<file path="config.mk">
export PLATFORM = sky130hd
export DESIGN_NAME = mul_pipe_unit
export DESIGN_NICKNAME = d
export VERILOG_FILES = /design/src/rtl/mul_pipe_unit.sv
export SDC_FILE = /design/constraint.sdc
export NUM_CORES = 2
export LEC_CHECK = 0
export ABC_AREA = 1
export BUFFER_PORTS_ARGS = -buffer_cell sky130_fd_sc_hd__buf_2
export CORE_MARGIN = 2
export CORE_UTILIZATION = 45
export DETAILED_ROUTE_END_ITERATION = 12
export GPL_TIMING_DRIVEN = 0
export SETUP_SLACK_MARGIN = 0.05
export SYNTH_ARGS = -nofsm -noshare
export SYNTH_HDL_FRONTEND = slang
export SYNTH_SLANG_ARGS = --single-unit
</file>
<file path="constraint.sdc">
create_clock -name clk_i -period 7.1 [get_ports clk_i]
set_clock_uncertainty 0.1 [all_clocks]
set_input_delay 1.065 -clock clk_i [delete_from_list [all_inputs] [get_ports clk_i]]
set_output_delay 1.065 -clock clk_i [all_outputs]
set_load 0.005 [all_outputs]
</file>
<file path="src/rtl/mul_pipe_unit.sv">
`default_nettype none
// ============================================================================
// Module      : mul_pipe_unit
// Description : Pipelined RV32M multiply unit (MUL, MULH, MULHSU, MULHU) for
//               the EXE stage. Fixed latency of STAGES cycles, one op per
//               cycle, with stall, flush and a RAW hazard query for decode.
// Ports       : clk_i, rst_i (async, active-high)
//               valid_i/op_i/rs1_i/rs2_i/rd_i  - issue request
//               stall_i  - freeze every stage
//               flush_i  - kill in-flight ops and the same-cycle issue
//               chk_rs1_i/chk_rs2_i - hazard query sources
//               valid_o/result_o/rd_o - retiring op
//               busy_o   - any stage holds a valid op
//               hazard_o - an in-flight rd matches a queried source
// Revision    : 1.0 - initial release
// ============================================================================
module mul_pipe_unit #(
  parameter int XLEN   = 32,
  parameter int STAGES = 4,
  parameter int TAG_W  = 5
) (
  input  logic             clk_i,
  input  logic             rst_i,
  input  logic             valid_i,
  input  logic [1:0]       op_i,
  input  logic [XLEN-1:0]  rs1_i,
  input  logic [XLEN-1:0]  rs2_i,
  input  logic [TAG_W-1:0] rd_i,
  input  logic             stall_i,
  input  logic             flush_i,
  input  logic [TAG_W-1:0] chk_rs1_i,
  input  logic [TAG_W-1:0] chk_rs2_i,
  output logic             valid_o,
  output logic [XLEN-1:0]  result_o,
  output logic [TAG_W-1:0] rd_o,
  output logic             busy_o,
  output logic             hazard_o
);

  localparam logic [1:0] c_OP_MUL    = 2'd0;
  localparam logic [1:0] c_OP_MULH   = 2'd1;
  localparam logic [1:0] c_OP_MULHSU = 2'd2;

  // --------------------------------------------------------------------------
  // Product. Operands are extended to 2*XLEN bits according to the op's
  // signedness; a 2*XLEN x 2*XLEN multiply truncated to 2*XLEN bits is exact
  // modulo 2^(2*XLEN), so one unsigned multiplier serves all four modes.
  // --------------------------------------------------------------------------
  logic              w_a_sign;
  logic              w_b_sign;
  logic [2*XLEN-1:0] w_a;
  logic [2*XLEN-1:0] w_b;
  logic [2*XLEN-1:0] w_prod;
  logic [XLEN-1:0]   w_result;

  assign w_a_sign = ((op_i == c_OP_MULH) || (op_i == c_OP_MULHSU)) ? rs1_i[XLEN-1] : 1'b0;
  assign w_b_sign = (op_i == c_OP_MULH) ? rs2_i[XLEN-1] : 1'b0;
  assign w_a      = {{XLEN{w_a_sign}}, rs1_i};
  assign w_b      = {{XLEN{w_b_sign}}, rs2_i};
  assign w_prod   = w_a * w_b;
  assign w_result = (op_i == c_OP_MUL) ? w_prod[XLEN-1:0] : w_prod[2*XLEN-1:XLEN];

  // --------------------------------------------------------------------------
  // Stage registers. Stage 0 captures the issued op; the last stage drives
  // the outputs. Flush outranks stall so a frozen pipe can still be killed.
  // --------------------------------------------------------------------------
  logic [STAGES-1:0] r_valid;
  logic [XLEN-1:0]   r_result [STAGES];
  logic [TAG_W-1:0]  r_rd     [STAGES];

  always_ff @(posedge clk_i or posedge rst_i) begin
    if (rst_i) begin
      r_valid <= '0;
      for (int k = 0; k < STAGES; k++) begin
        r_result[k] <= '0;
        r_rd[k]     <= '0;
      end
    end else if (flush_i) begin
      r_valid <= '0;
    end else if (!stall_i) begin
      r_valid[0]  <= valid_i;
      r_result[0] <= w_result;
      r_rd[0]     <= rd_i;
      for (int k = 1; k < STAGES; k++) begin
        r_valid[k]  <= r_valid[k-1];
        r_result[k] <= r_result[k-1];
        r_rd[k]     <= r_rd[k-1];
      end
    end
  end

  assign valid_o  = r_valid[STAGES-1];
  assign result_o = r_result[STAGES-1];
  assign rd_o     = r_rd[STAGES-1];
  assign busy_o   = |r_valid;

  // --------------------------------------------------------------------------
  // RAW query against registered stages only; x0 is never a real dependency.
  // --------------------------------------------------------------------------
  logic w_hazard;

  always_comb begin
    w_hazard = 1'b0;
    for (int k = 0; k < STAGES; k++) begin
      if (r_valid[k] && (r_rd[k] != '0) &&
          ((r_rd[k] == chk_rs1_i) || (r_rd[k] == chk_rs2_i))) begin
        w_hazard = 1'b1;
      end
    end
  end

  assign hazard_o = w_hazard;

endmodule
`default_nettype wire

</file>
==> reports/metrics.cfg <==
[cells_and_area]
multiInputGateArea_um2 = 37700
nNetsFinal = 7671
nFillCells = 9923
fin_area_um2 = 55500
drive_gt1_share_pct = 16.9
final_util_pct = 53.6
area_growth_pct = 17.9
ff_latch_area_um2 = 3800

[logic_synthesis]
synth_flop_cell = dfrtp_1
postSynth.asyncResetShare_pct = 100
yosysSeqAreaShare_pct = 8.08
syn-num-nets = 7439
synth_common_cells = nand2_1, inv_1, fa_1, clkbuf_1, nor2_1
ys_seq_elements = 152
ys_top_cells_by_area = fa_1, nand2_1, inv_1
synth_top_area_share_pct = 47.8
yosysMostFrequentCell = nand2_1
yosys_warnings = 0
synthDistinctLibCells = 44
synth_edf_count = 0
syn_inst = 6014
synth_top_cell_by_area = fa_1
netlist_area_um2 = 47100
syn_avg_cell_area_um2 = 7.83

[run]
maxCapViolCount = 0

[timing]
report.final.slew_viol_count = 0
slew_headroom_pct = 24.5
finalCritPeriodShare_pct = 115
layout_setup_ws_ns = -1.04
fin_setup_tns_ns = -25.69
rsz0062_at_grt = yes
min_period_ns = 8.14
report.final.setup_viol = 32
tightest_slew_ns = 1.13
timing.fmax_mhz = 123
hold_viol = 0

[worst_setup_path]
crit_required_ns = 7.36
critPathMaxStageDelay_ns = 0.73
crit_family = adder cells
end_kind = flop
crit_slowest_cell = fa_2
worstSetupPathType = in -> reg
crit_buf_inv = 13
cp.arrival_ns = 8.40
critPathMaxFanout = 7
setup.worst_path.start_class = input pin

[floorplanning]
start_util_pct = 45.4
die_h_um = 327
core-area_um2 = 104000
die_w_um = 327
num_io_pins = 126
die-area_um2 = 107000
rows = 118

[clock_tree]
cts_buffers = 17
cts_sinks = 152
clock_latency_ns = 0.43
htreeDepth = 4
root_buffer = clkbuf_16
clk_pin_slew_ns = 0.07
cts_buffer_depth = 2
cts_tree = yes

[detailed_routing]
via_count = 40100
via_per_inst = 5.25
routed_wl_um = 187000
postRouteAntennaNets = 0
drc = 0
drtPass1Iterations = 6
wl_per_cell_um = 24.5
drt_iter0_markers = 3682

[global_route]
grt_max_degree = 79
grt_first_pass_wirelength_um = 273000
track_usage_pct = 35.4
grt-ovfl-total = 0
antenna_found_initial = 11
grt_pass1_vias = 41700

[place]
dp_hpwl_um = 156000
port_buffers = 60
place_congestion = 1.02
placed_area_um2 = 49900

[run_status]
outcome = finished, violations left
failed_checks = negative setup slack

[min_path]
hp-class = reg -> reg

layout by cell type, fill, tap and decap left out, types with 43 or more instances in the layout:
master / netlist / final
ha_1: 214 / 173
inv_2: 2 / 69
nand3_1: 104 / 68
nand2_2: 3 / 71
a21oi_2: 6 / 53
dfrtp_1: 152 / 152
nand2_4: 0 / 43
o21ai_0: 139 / 119
buf_6: 0 / 63
nor2_1: 226 / 147
fa_2: 0 / 51
inv_1: 1729 / 1649
buf_12: 0 / 59
clkbuf_1: 295 / 55
buf_4: 37 / 181
fa_1: 1125 / 1074
buf_2: 4 / 71
nor2_4: 1 / 54
nand2_1: 1731 / 1618
per-layer routing:
| layer | up-vias | GRT usage [%] | part of all wire [%] |
|---|---|---|---|
| li1 | 17300 | - | - |
| met1 | 20400 | 48.7 | 39 |
| met2 | 2015 | 54.3 | 44 |
| met3 | 471 | 6.38 | 10 |
| met4 | 4 | 17.4 | 6.7 |
| met5 | - | 0 | 0.017 |
sequential cells by signal, summed over array words and instances (netlist names):
register	cells
rd_o	5
r_result	96
r_rd	15
result_o	32
r_valid	4
timing repair:
action | CTS | global route
setup endpoints to repair | 32 | 32
pin swaps | 122 | 172
hold buffers | 0 | 0
gates resized for setup | 573 | 756
setup buffers | 54 | 92
cloned | 0 | 5
cell families after synthesis:
logic type               count (synthesis)  synth area share (%)
AO/OA/AOI/OAI                          297                  3.46
flip-flops                             152                  8.08
AND/OR/NAND/NOR                       2133                  17.7
adder cells (fa/ha/maj)               1339                  53.5
XOR/XNOR                                22                 0.409
buffers and inverters                 2071                  16.8
through the flow:
step	instances	setup WS, ns	hold slack [ns]
after floorplan	6014	-0.911	0.342
after global placement	7454	-2.95	0.357
after detailed placement	7456	-2.88	0.358
after CTS	7542	-1.02	0.370
after global routing	7640	-1.20	0.394
final	7642	-1.04	0.370
worst paths after layout:
path | end | cells past startpoint | slack [ns] | startpoint
setup / recovery | r_result[121]$_DFFE_PP0P_ | 36 | -1.04 | op_i[0]
hold / removal | r_result[65]$_DFFE_PP0P_ | 2 | 0.37 | r_result[97]$_DFFE_PP0P_
setup reg to reg | rd_o[2]$_DFFE_PP0P_ | 2 | 6.09 | rd_o[2]$_DFFE_PP0P_
hold reg to reg | r_result[65]$_DFFE_PP0P_ | 2 | 0.37 | r_result[97]$_DFFE_PP0P_
max in group asynchronous | r_result[119]$_DFFE_PP0P_ | 3 | 5.40 | rst_i
min in group asynchronous | r_valid[3]$_DFFE_PP0P_ | 2 | 0.67 | rst_i
tightest hold or removal path, delay by kind of cell, from the launching register on:
family	cells	cell delay, ns
DFF	1	0.34
and+or+nand+nor	2	0.10
area by class of cell:
class | instances | area share [%]
Timing Repair Buffer | 213 | 3.22
Sequential cell | 152 | 6.85
Clock buffer | 22 | 0.872
Buffer | 338 | 5.98
Multi-Input combinational cell | 3791 | 68.0
Antenna cell | 3 | 0.0135
Clock inverter | 10 | 0.146
Tap cell | 1380 | 3.11
Inverter | 1733 | 11.8
Power is left out: the tool's default activity adds up to more than one toggle a clock period on the data nets, which glitch-free logic cannot reach.
